<file path="src/rtl/multicycle_ctrl_fsm_pkg.sv">
// Purpose: shared encodings for the multi-cycle MIPS control unit (states, ALU codes, opcodes, selects).
// Latency: n/a (types, constants and a combinational class decoder only).
// Backpressure: n/a.
package multicycle_ctrl_fsm_pkg;

    typedef enum logic [4:0] {
        ALU_AND = 5'd0, ALU_OR  = 5'd1, ALU_ADD = 5'd2, ALU_SUB = 5'd3, ALU_SLT = 5'd4,
        ALU_NOR = 5'd5, ALU_XOR = 5'd6, ALU_SLL = 5'd7, ALU_SRX = 5'd8, ALU_LUI = 5'd9
    } alu_ctrl_t;

    typedef enum logic [2:0] {ST_IF, ST_ID, ST_EXE, ST_MEM, ST_WB} state_t;

    typedef enum logic [3:0] {
        CLS_ILLEGAL, CLS_R_ALU, CLS_I_ALU, CLS_LW, CLS_SW,
        CLS_BEQ, CLS_J, CLS_JAL, CLS_JALR, CLS_JR
    } instr_class_t;

    typedef enum logic [1:0] {SRCA_PC, SRCA_RS, SRCA_SHAMT} src_a_t;
    typedef enum logic [1:0] {SRCB_RT, SRCB_FOUR, SRCB_IMM, SRCB_IMM_SH2} src_b_t;
    typedef enum logic [1:0] {PCSRC_ALU, PCSRC_ALUOUT, PCSRC_JUMP, PCSRC_RS} pc_src_t;
    typedef enum logic [1:0] {REGDST_RT, REGDST_RD, REGDST_RA} reg_dst_t;
    typedef enum logic [1:0] {M2R_ALUOUT, M2R_MDR, M2R_PC} mem_to_reg_t;

    localparam logic [5:0] OP_RTYPE = 6'h00, OP_J     = 6'h02, OP_JAL   = 6'h03, OP_BEQ  = 6'h04;
    localparam logic [5:0] OP_ADDI  = 6'h08, OP_ADDIU = 6'h09, OP_SLTI  = 6'h0A, OP_SLTIU = 6'h0B;
    localparam logic [5:0] OP_ANDI  = 6'h0C, OP_ORI   = 6'h0D, OP_LUI   = 6'h0F;
    localparam logic [5:0] OP_LW    = 6'h23, OP_SW    = 6'h2B;

    localparam logic [5:0] FN_SLL = 6'h00, FN_SRL  = 6'h02, FN_SRA = 6'h03, FN_JR  = 6'h08;
    localparam logic [5:0] FN_JALR = 6'h09, FN_ADD = 6'h20, FN_ADDU = 6'h21, FN_SUB = 6'h22;
    localparam logic [5:0] FN_SUBU = 6'h23, FN_AND = 6'h24, FN_OR  = 6'h25, FN_XOR = 6'h26;
    localparam logic [5:0] FN_NOR = 6'h27, FN_SLT = 6'h2A, FN_SLTU = 6'h2B;

    function automatic instr_class_t decode_class(input logic [5:0] op, input logic [5:0] fn);
        instr_class_t cls;
        cls = CLS_ILLEGAL;
        case (op)
            OP_RTYPE: begin
                case (fn)
                    FN_ADD, FN_ADDU, FN_SUB, FN_SUBU, FN_AND, FN_OR, FN_XOR, FN_NOR,
                    FN_SLT, FN_SLTU, FN_SLL, FN_SRL, FN_SRA: cls = CLS_R_ALU;
                    FN_JR:   cls = CLS_JR;
                    FN_JALR: cls = CLS_JALR;
                    default: cls = CLS_ILLEGAL;
                endcase
            end
            OP_ADDI, OP_ADDIU, OP_SLTI, OP_SLTIU, OP_ANDI, OP_ORI, OP_LUI: cls = CLS_I_ALU;
            OP_LW:   cls = CLS_LW;
            OP_SW:   cls = CLS_SW;
            OP_BEQ:  cls = CLS_BEQ;
            OP_J:    cls = CLS_J;
            OP_JAL:  cls = CLS_JAL;
            default: cls = CLS_ILLEGAL;
        endcase
        return cls;
    endfunction

    function automatic logic is_shift(input logic [5:0] fn);
        return (fn == FN_SLL) || (fn == FN_SRL) || (fn == FN_SRA);
    endfunction

endpackage

</file>
<file path="src/rtl/multicycle_ctrl_fsm_alu_op_decode.sv">
// Purpose: combinational ALU command decode {state, OpCode, Funct} -> {alu_ctrl, sign, ext_op, lui_op}.
// Latency: 0 cycles (pure combinational).
// Backpressure: none; follows the FSM state.
// Ports: state (current FSM state), op_code/funct (decoded instruction fields),
//        alu_ctrl/sign (ALU command), ext_op (1 = sign-extend imm), lui_op (imm<<16).
module multicycle_ctrl_fsm_alu_op_decode
    import multicycle_ctrl_fsm_pkg::*;
(
    input  state_t     state,
    input  logic [5:0] op_code,
    input  logic [5:0] funct,
    output logic [4:0] alu_ctrl,
    output logic       sign,
    output logic       ext_op,
    output logic       lui_op
);

    instr_class_t cls;
    assign cls = decode_class(op_code, funct);

    // IF (PC+4) and ID (branch target) both add; only EXE looks at the instruction.
    always_comb begin
        alu_ctrl = ALU_ADD;
        sign     = 1'b0;
        ext_op   = 1'b1;
        lui_op   = 1'b0;
        if (state == ST_EXE) begin
            case (cls)
                CLS_R_ALU: begin
                    case (funct)
                        FN_ADD:  begin alu_ctrl = ALU_ADD; sign = 1'b1; end
                        FN_SUB:  begin alu_ctrl = ALU_SUB; sign = 1'b1; end
                        FN_SUBU: alu_ctrl = ALU_SUB;
                        FN_AND:  alu_ctrl = ALU_AND;
                        FN_OR:   alu_ctrl = ALU_OR;
                        FN_XOR:  alu_ctrl = ALU_XOR;
                        FN_NOR:  alu_ctrl = ALU_NOR;
                        FN_SLT:  begin alu_ctrl = ALU_SLT; sign = 1'b1; end
                        FN_SLTU: alu_ctrl = ALU_SLT;
                        FN_SLL:  alu_ctrl = ALU_SLL;
                        FN_SRL:  alu_ctrl = ALU_SRX;
                        // sra and srl share the shifter; sign selects arithmetic fill
                        FN_SRA:  begin alu_ctrl = ALU_SRX; sign = 1'b1; end
                        default: alu_ctrl = ALU_ADD;
                    endcase
                end
                CLS_I_ALU: begin
                    case (op_code)
                        OP_ADDI: begin alu_ctrl = ALU_ADD; sign = 1'b1; end
                        OP_ANDI: begin alu_ctrl = ALU_AND; ext_op = 1'b0; end
                        OP_ORI:  begin alu_ctrl = ALU_OR;  ext_op = 1'b0; end
                        OP_SLTI: begin alu_ctrl = ALU_SLT; sign = 1'b1; end
                        OP_SLTIU: alu_ctrl = ALU_SLT;
                        OP_LUI:  begin alu_ctrl = ALU_LUI; lui_op = 1'b1; end
                        default: alu_ctrl = ALU_ADD;
                    endcase
                end
                CLS_BEQ: alu_ctrl = ALU_SUB;
                default: alu_ctrl = ALU_ADD;
            endcase
        end
    end

endmodule

</file>
<file path="src/rtl/multicycle_ctrl_fsm.sv">
// Purpose: multi-cycle MIPS control FSM (IF->ID->EXE->MEM->WB) driving datapath enables and ALU command.
// Latency: 3..5 cycles per instruction plus one per mem_ready-low cycle in IF/MEM.
// Backpressure: holds IF and MEM while mem_ready=0; no other stalls.
// Ports: clk/reset (async active-low); OpCode/Funct from IR; Zero (qualified in the datapath);
//        mem_ready; PC/memory/IR/regfile enables; mux selects; ALUCtrl/Sign/ExtOp/LuiOp; illegal.
module multicycle_ctrl_fsm
    import multicycle_ctrl_fsm_pkg::*;
#(
    parameter int CTRL_W = 5,
    parameter int OP_W   = 6
) (
    input  logic              clk,
    input  logic              reset,
    input  logic [OP_W-1:0]   OpCode,
    input  logic [OP_W-1:0]   Funct,
    input  logic              Zero,
    input  logic              mem_ready,
    output logic              PCWrite,
    output logic              PCWriteCond,
    output logic              IorD,
    output logic              MemRead,
    output logic              MemWrite,
    output logic              IRWrite,
    output logic              RegWrite,
    output logic [1:0]        RegDst,
    output logic [1:0]        MemtoReg,
    output logic [1:0]        ALUSrcA,
    output logic [1:0]        ALUSrcB,
    output logic              ExtOp,
    output logic              LuiOp,
    output logic [1:0]        PCSource,
    output logic [CTRL_W-1:0] ALUCtrl,
    output logic              Sign,
    output logic              illegal
);

    state_t          state_q, state_d;
    logic [OP_W-1:0] op_q, funct_q;
    logic [OP_W-1:0] dec_op, dec_funct;
    instr_class_t    cls;
    logic [4:0]      alu_ctrl;
    logic            alu_sign, ext_op, lui_op;

    // beq is committed by the datapath ANDing PCWriteCond with Zero; the FSM stays Moore.
    logic unused_zero;
    assign unused_zero = Zero;

    // IR is valid from ID onward; capture it there so later states do not depend on the IR holding.
    assign dec_op    = (state_q == ST_ID) ? OpCode : op_q;
    assign dec_funct = (state_q == ST_ID) ? Funct  : funct_q;
    assign cls       = decode_class(dec_op, dec_funct);

    always_ff @(posedge clk or negedge reset) begin
        if (!reset) begin
            state_q <= ST_IF;
            op_q    <= '0;
            funct_q <= '0;
        end else begin
            state_q <= state_d;
            if (state_q == ST_ID) begin
                op_q    <= OpCode;
                funct_q <= Funct;
            end
        end
    end

    always_comb begin
        state_d = ST_IF;
        case (state_q)
            ST_IF:  state_d = mem_ready ? ST_ID : ST_IF;
            ST_ID:  state_d = (cls == CLS_ILLEGAL) ? ST_IF : ST_EXE;
            ST_EXE: begin
                case (cls)
                    CLS_R_ALU, CLS_I_ALU, CLS_JAL, CLS_JALR: state_d = ST_WB;
                    CLS_LW, CLS_SW:                          state_d = ST_MEM;
                    default:                                 state_d = ST_IF;
                endcase
            end
            ST_MEM: state_d = !mem_ready ? ST_MEM : ((cls == CLS_LW) ? ST_WB : ST_IF);
            default: state_d = ST_IF;
        endcase
    end

    multicycle_ctrl_fsm_alu_op_decode u_alu_op_decode (
        .state    (state_q),
        .op_code  (dec_op),
        .funct    (dec_funct),
        .alu_ctrl (alu_ctrl),
        .sign     (alu_sign),
        .ext_op   (ext_op),
        .lui_op   (lui_op)
    );

    // Everything is forced to zero while reset is low, including the same cycle it drops.
    always_comb begin
        PCWrite     = 1'b0;
        PCWriteCond = 1'b0;
        IorD        = 1'b0;
        MemRead     = 1'b0;
        MemWrite    = 1'b0;
        IRWrite     = 1'b0;
        RegWrite    = 1'b0;
        RegDst      = REGDST_RT;
        MemtoReg    = M2R_ALUOUT;
        ALUSrcA     = SRCA_PC;
        ALUSrcB     = SRCB_RT;
        PCSource    = PCSRC_ALU;
        illegal     = 1'b0;
        ExtOp       = 1'b0;
        LuiOp       = 1'b0;
        Sign        = 1'b0;
        ALUCtrl     = '0;
        if (reset) begin
            ExtOp   = ext_op;
            LuiOp   = lui_op;
            Sign    = alu_sign;
            ALUCtrl = CTRL_W'(alu_ctrl);
            case (state_q)
                ST_IF: begin
                    MemRead = 1'b1;
                    ALUSrcB = SRCB_FOUR;
                    IRWrite = mem_ready;
                    PCWrite = mem_ready;
                end
                ST_ID: begin
                    ALUSrcB = SRCB_IMM_SH2;
                    illegal = (cls == CLS_ILLEGAL);
                end
                ST_EXE: begin
                    case (cls)
                        CLS_R_ALU: ALUSrcA = is_shift(dec_funct) ? SRCA_SHAMT : SRCA_RS;
                        CLS_I_ALU, CLS_LW, CLS_SW: begin
                            ALUSrcA = SRCA_RS;
                            ALUSrcB = SRCB_IMM;
                        end
                        CLS_BEQ: begin
                            ALUSrcA     = SRCA_RS;
                            PCWriteCond = 1'b1;
                            PCSource    = PCSRC_ALUOUT;
                        end
                        CLS_J, CLS_JAL: begin
                            PCWrite  = 1'b1;
                            PCSource = PCSRC_JUMP;
                        end
                        CLS_JALR, CLS_JR: begin
                            PCWrite  = 1'b1;
                            PCSource = PCSRC_RS;
                        end
                        default: ;
                    endcase
                end
                ST_MEM: begin
                    IorD     = 1'b1;
                    MemRead  = (cls == CLS_LW);
                    MemWrite = (cls == CLS_SW);
                end
                ST_WB: begin
                    RegWrite = 1'b1;
                    case (cls)
                        CLS_R_ALU: RegDst = REGDST_RD;
                        CLS_LW:    MemtoReg = M2R_MDR;
                        CLS_JAL:   begin RegDst = REGDST_RA; MemtoReg = M2R_PC; end
                        CLS_JALR:  begin RegDst = REGDST_RD; MemtoReg = M2R_PC; end
                        default: ;
                    endcase
                end
                default: ;
            endcase
        end
    end

endmodule

</file>
<file path="config.mk">
export PLATFORM = sky130hd
export DESIGN_NAME = multicycle_ctrl_fsm
export DESIGN_NICKNAME = d
export VERILOG_FILES = /design/src/rtl/multicycle_ctrl_fsm_pkg.sv /design/src/rtl/multicycle_ctrl_fsm_alu_op_decode.sv /design/src/rtl/multicycle_ctrl_fsm.sv
export SDC_FILE = /design/constraint.sdc
export NUM_CORES = 1
export LEC_CHECK = 0
export ABC_AREA = 1
export ABC_CLOCK_PERIOD_IN_PS = 2570
export CAP_MARGIN = 20
export CELL_PAD_IN_SITES_DETAIL_PLACEMENT = 1
export CELL_PAD_IN_SITES_GLOBAL_PLACEMENT = 1
export CORE_ASPECT_RATIO = 0.6
export CORE_MARGIN = 4
export CORE_UTILIZATION = 32
export DETAILED_ROUTE_END_ITERATION = 10
export PLACE_DENSITY = 0.89
export SYNTH_ARGS = -nofsm -noshare
export SYNTH_HDL_FRONTEND = slang
export SYNTH_SLANG_ARGS = --single-unit
</file>
<file path="constraint.sdc">
create_clock -name clk -period 2.57 [get_ports clk]
set_clock_uncertainty 0.05 [all_clocks]
set_input_delay 0.514 -clock clk [delete_from_list [all_inputs] [get_ports clk]]
set_output_delay 0.514 -clock clk [all_outputs]
set_load 0.01 [all_outputs]
</file>
After elaboration in Yosys (flattened, before gate mapping)
Memory sizes are Yosys's and may differ from the RTL's.
Index checks and enable logic that the tools add are counted.
{"block": "classes", "n_eq_ne": 39, "mux": 62, "reduce_logical": 23}
{"cell": "equality test 6 bit (second input constant)", "n": 11}
{"cell": "one-hot mux 4 bit (7 select lines)", "n": 2}
{"cell": "equality test 6 x 4 -> 1 bit (second input constant)", "n": 7}
{"cell": "one-hot mux 4 bit (8 select lines)", "n": 1}
{"cell": "2-to-1 mux 1 bit", "n": 29}
{"cell": "equality test 6 x 2 -> 1 bit (second input constant)", "n": 4}
{"cell": "2-to-1 mux 2 bit", "n": 12}
{"cell": "OR reduction 2 bit", "n": 11}
{"cell": "equality test 4 x 3 -> 1 bit (second input constant)", "n": 5}
{"cell": "one-hot mux 4 bit (4 select lines)", "n": 1}
{"cell": "OR reduction 4 bit", "n": 4}
{"cell": "one-hot mux 5 bit (3 select lines)", "n": 1}
{"cell": "equality test 4 x 2 -> 1 bit (second input constant)", "n": 3}
{"cell": "zero test 6 bit", "n": 2}
{"cell": "2-to-1 mux 6 bit", "n": 2}
{"cell": "one-hot mux 2 bit (2 select lines)", "n": 3}
{"cell": "one-hot mux 2 bit (3 select lines)", "n": 2}
{"cell": "one-hot mux 3 bit (4 select lines)", "n": 1}
{"cell": "2-to-1 mux 5 bit", "n": 2}
{"cell": "equality test 4 x 1 -> 1 bit (second input constant)", "n": 2}
{"cell": "equality test 4 bit (second input constant)", "n": 2}
{"cell": "OR reduction 7 bit", "n": 1}
{"cell": "equality test 3 x 2 -> 1 bit (second input constant)", "n": 2}
{"cell": "equality test 6 x 3 -> 1 bit (second input constant)", "n": 1}
{"cell": "9 further kinds", "n": 13}
{"block": "totals", "reg_bits": 15, "romBits": 256, "input_bits": 16, "out_inout_bits": 26, "word_cells": 129, "mem_count": 2}
{"name": "(name not given)", "depth": 64, "width": 2, "read_ports": 1, "rd_ports_with_merged_regs": 0, "wr": 0, "line_no": "multicycle_ctrl_fsm_pkg.sv:39", "rtl": "case (fn)"}
{"name": "(name not given)", "depth": 64, "width": 2, "read_ports": 1, "rd_ports_with_merged_regs": 0, "wr": 0, "line_no": "multicycle_ctrl_fsm_pkg.sv:39"}

Depth between registers and ports, before layout
{"block": "logic_depth", "depth_word": 10, "mapped_depth": 17, "depth_no_buf": 16}

Cells and area by module
Synthesis repeated with hierarchy kept, for this count alone.
{"block": "hier_totals", "hier_cells": 314, "hier_area_um2": 1821.7}
{"module": "multicycle_ctrl_fsm", "instances": 1, "cells_each": 204, "area_each_um2": 1286.2, "seq_area_each_um2": 375.4}
{"module": "multicycle_ctrl_fsm_alu_op_decode", "instances": 1, "cells_each": 110, "area_each_um2": 535.5, "seq_area_each_um2": 0.0}

Worst setup path after synthesis
No wires, ideal clock.
{"block": "synth_path", "path_type": "register -> output", "start": "register state_q[1]", "end": "output port ALUCtrl[2]", "t_arrival_ns": 1.824, "path_slack_ns": 0.182, "stages_incl_launch_ff": 15, "path_buffers": 1, "cell_sequence": "dfrtp_1 -> nor2_4 -> buf_4 -> nand3_1 -> nand2_2 -> nand2_1 -> nor2_2 -> nand2_1 -> nand2_1 -> nand2_1 -> nand2_2 -> nand3_1 -> nand2_1 -> nand2_1 -> a21oi_1"}
{"block": "synth_between", "elab_chain_len": 9, "elab_cells_between_ends": 43, "classes_between": "27 x eq/ne; 8 x mux; 7 x reduce/logical; 1 x memory"}
{"element": "start, declared", "line_no": "multicycle_ctrl_fsm.sv:37", "rtl": "state_t state_q, state_d;"}
{"element": "start signal, assigned", "line_no": "multicycle_ctrl_fsm.sv:59", "rtl": "state_q <= state_d;"}
{"element": "branches (longest 7 deep; another with memory read (64 x 2 bit))"}
{"element": "2-to-1 mux 5 bit (*)", "line_no": "multicycle_ctrl_fsm_alu_op_decode.sv:27", "rtl": "if (state == ST_EXE) begin"}
{"element": "2-to-1 mux 5 bit (*)", "line_no": "multicycle_ctrl_fsm.sv:113", "rtl": "if (reset) begin"}
{"element": "end, declared", "line_no": "multicycle_ctrl_fsm.sv:32", "rtl": "output logic [CTRL_W-1:0] ALUCtrl,"}
Mark *: on every way between the ends.

Final worst setup path
{"block": "layout_path", "start": "register state_q[1]", "end": "output port ALUCtrl[0]"}
{"block": "layout_between", "elab_chain_len": 9, "elab_cells_between_ends": 43, "classes_between": "27 x eq/ne; 8 x mux; 7 x reduce/logical; 1 x memory"}
{"element": "equality test 3 x 1 -> 1 bit (*)", "line_no": "multicycle_ctrl_fsm.sv:49", "rtl": "assign dec_op = (state_q == ST_ID) ? OpCode : op_q;"}
{"element": "2-to-1 mux 6 bit (*)"}
{"element": "net dec_op[1]", "line_no": "multicycle_ctrl_fsm.sv:39", "rtl": "logic [OP_W-1:0] dec_op, dec_funct;"}
{"element": "equality test 6 x 4 -> 1 bit (on tied branches)", "line_no": "multicycle_ctrl_fsm_pkg.sv:37, multicycle_ctrl_fsm_alu_op_decode.sv:48"}
{"element": "OR reduction 7 bit", "line_no": "multicycle_ctrl_fsm_pkg.sv:37", "rtl": "case (op)"}
{"element": "one-hot mux 4 bit (7 select lines)", "line_no": "multicycle_ctrl_fsm_pkg.sv:37"}
{"element": "equality test 4 x 3 -> 1 bit (tied with other cells)", "line_no": "multicycle_ctrl_fsm_alu_op_decode.sv:28", "rtl": "case (cls)"}
{"element": "one-hot mux 5 bit (3 select lines) (*)", "line_no": "multicycle_ctrl_fsm_alu_op_decode.sv:28"}
{"element": "2-to-1 mux 5 bit (*)", "line_no": "multicycle_ctrl_fsm_alu_op_decode.sv:27"}
{"element": "2-to-1 mux 5 bit (*)", "line_no": "multicycle_ctrl_fsm.sv:113"}
Mark *: on every way through the listed nets, which the timed path passes. The rest lies on a longest branch.

==> impl_metrics.json <==
{
  "yosys_most_used_dff": "dfrtp_1",
  "p_leak_nw": 1.57,
  "viasPerCell": 5.99,
  "clock-sinks": 15,
  "met2_usage_pct": 49.5,
  "cp.required_ns": 2.01,
  "wirelength_mm": 11.4,
  "hold_path_class": "reg -> reg",
  "areaGrowthSynthToFinish_pct": 107,
  "min-delay-start": "op_q[5]",
  "synth-edff-count": 0,
  "root_buffer": "clkbuf_8",
  "dp_hpwl_mm": 4.80,
  "min_path_cells": 2,
  "cts_buffer_depth": 2,
  "cp_num_cells": 16,
  "grt_pass1_vias": 2425,
  "clkSlewWorstSetupHoldPaths_ns": 0.07,
  "slowest_delay_ns": 0.42,
  "whs_endpoint": "op_q[5]",
  "path_buf_inv": 4,
  "synth_commonest_cells": "66 x nand2_1, 42 x nand3_1, 33 x nor2_1, 29 x inv_1, 15 x dfrtp_1",
  "ctsHtreeMaxLevel": 1,
  "r2r_slack_ns": -0.04,
  "period_share_pct": 132,
  "rr_endpoint": "state_q[2]",
  "max_cap_violations": 0,
  "use_met3_pct": 6.11,
  "clk-insertion-delay-late_ns": 0.26,
  "r2r-start": "state_q[1]",
  "status": "finished, violations left",
  "gp_routability_congestion": 0.884,
  "grtUsageTotal_pct": 27.9,
  "clock.fmax_mhz": 296,
  "synth_area_leaders": "dfrtp_1 25%, nand2_1 16%, nand3_1 14%",
  "cts_buffers": 3,
  "async_reset_ff_share_pct": 100,
  "hold_slack_ns": 0.500,
  "dr.pass1.iters": 5,
  "layout-drive-gt1-share_pct": 57.5,
  "cp_data_arrival_time_ns": 2.82,
  "synth_top_cell_by_area": "dfrtp_1",
  "setup_slack_ns": -0.812,
  "path_max_fanout": 5,
  "syn_nets": 273,
  "crit_slowest_cell": "dfrtp_1",
  "yosysMostFrequentCell": "nand2_1",
  "cts_tree": "built",
  "syn-cell-area_mm2": 0.00153,
  "grt_pass1_wl_mm": 12.9,
  "rr_worst_depth": 18,
  "crit_top_cell": "nand2_4",
  "grt-busiest-layer": "met2",
  "start_util_pct": 33.4,
  "grtUsageMet1_pct": 33.2,
  "p_per_area_mw_per_mm2": 1390,
  "cp_top_family": "simple AND/OR/NAND/NOR gates",
  "rsz0062_at_grt": "yes",
  "cp-end-kind": "output port",
  "finalCriticalPeriod_ns": 3.38,
  "synthMuxAreaShare_pct": 0,
  "setup_viol": 24,
  "failed_checks": "negative setup slack",
  "ys_seq_area_share_pct": 24.5,
  "io_buffers": 39,
  "synth-adder-area-share_pct": 0,
  "routedWlPerCell_um": 26.3,
  "cp_cell_sequence": "nor2_4, buf_6, buf_16, nand3_4, nand2_8, nand2_4, nor2_2, nand2_1, nand2_1, inv_2, nand2_4, nand3_2, nand2_2, nand2_4, nor2_1, buf_2",
  "irDropWorstVdd_mv": 0.784,
  "synth_area_per_cell_um2": 5.95,
  "cp-start-kind": "register",
  "synth.distinct_cells": 24,
  "yosys.area_share.simple_pct": 56.7,
  "drt_iter0_drc": 193,
  "core_area_mm2": 0.00459,
  "criticalPathCategory": "reg -> out",
  "nNetsFinal": 389,
  "synth_top_area_share_pct": 24.5,
  "ant_nets": 0,
  "synth_cells": 257,
  "synth-compound-area-share_pct": 5.48,
  "synth_warnings": 0,
  "synthXorXnorAreaFrac_pct": 0,
  "rows": 19,
  "synth_top_family_by_area": "simple AND/OR/NAND/NOR gates",
  "final_cells": 435,
  "die_x_um": 97.3,
  "die-height_um": 61.6,
  "die_area_mm2": 0.00599,
  "ys_seq_elements": 15,
  "drc": 0,
  "report.final.hold_viol_count": 0,
  "antenna_found_initial": 0,
  "grt-ovfl-total": 0,
  "diodes": 0,
  "grt_max_degree": 18,
  "num_vias": 2607,
  "finalMaxSlewViolations": 0,
  "hold_buffers": 0,
  "dp_cells": 400,
  "io-pin-count": 42
}
cell usage in the layout (no fill, tap or decap), drive strengths merged:
cell type / instances
nor3: 7
clkdlybuf4s15: 3
clkinv: 3
dlygate4sd2: 3
a21oi: 9
clkbuf: 4
clkdlybuf4s50: 15
nand4: 2
o21ai: 2
conb: 1
nand3b: 5
o22ai: 2
dfrtp: 15
o2111ai: 1
nand3: 47
buf: 97
nor4: 1
nand2: 78
o21bai: 1
inv: 35
nor2: 41
worst max-delay path by stage:
stage	from	to	slack [ns]
6_report	state_q[1]	ALUCtrl[0]	-0.81
5_1_grt	state_q[1]	ALUCtrl[0]	-0.83
4_1_cts	state_q[2]	illegal	-0.46
3_5_place_dp	OpCode[3]	Sign	-0.83
3_3_place_gp	OpCode[3]	Sign	-0.71
2_1_floorplan	state_q[1]	ALUCtrl[2]	0.18
per-layer routing:
layer	share of wire (%)	up-vias
met5	0	-
met4	7.4	0
met3	8.1	81
met2	46	200
met1	38	1270
li1	-	1056
cell families after synthesis:
family | Yosys count
AND/OR/NAND/NOR | 181
buffers and inverters | 45
AO/OA/AOI/OAI | 15
flip-flops | 15
other | 1
metrics by stage:
| step | area [µm²] | setup slack, ns | setup TNS (ns) | utilization (%) | total power, mW |
|---|---|---|---|---|---|
| 5_1_grt | 3160 | -0.835 | -12.84 | 68.9 | 4.52 |
| 6_report | 3160 | -0.812 | -11.13 | 68.9 | 4.39 |
| 4_1_cts | 2780 | -0.458 | -6.37 | 60.5 | 3.27 |
| 3_5_place_dp | 2330 | -0.829 | -13.25 | 50.8 | 2.42 |
| 3_3_place_gp | 2330 | -0.708 | -11.90 | 50.8 | 2.30 |
| 2_1_floorplan | 1530 | 0.182 | 0 | - | 1.57 |
tightest hold or removal path, cell delays in order (launching register included):
cell,delay [ns]
dfrtp_1,0.32
nand2_1,0.06
nand2_2,0.12
registers in the layout, summed over array words and instances, names as in the netlist:
register and flops:
op_q 6, state_q 3, funct_q 6
report_power, final:
group | total [mW] | internal, mW | leakage, nW | switching [mW]
combinational | 3.74 | 1.49 | 1.36 | 2.26
clock | 0.207 | 0.108 | 0.0255 | 0.0995
sequential | 0.439 | 0.341 | 0.186 | 0.0989
total | 4.39 | 1.93 | 1.57 | 2.45
final cells by class:
type                            instances  area [µm²]
Multi-Input combinational cell        197        1480
Fill cell                             542        1430
Timing Repair Buffer                  119        1030
Sequential cell                        15         375
Inverter                               37         150
Tap cell                               63        78.8
Clock buffer                            3        41.3
Clock inverter                          1        5.00
what timing repair did:
| action | in CTS | in global routing |
|---|---|---|
| resized for setup | 148 | 81 |
| buffers inserted | 14 | 15 |
| hold endpoints to repair | 0 | 0 |
| cloned | 3 | 0 |
| endpoints found under the setup margin | 25 | 22 |
| pin swaps | 31 | 47 |
No activity file was read; power rests on OpenSTA's default activity.
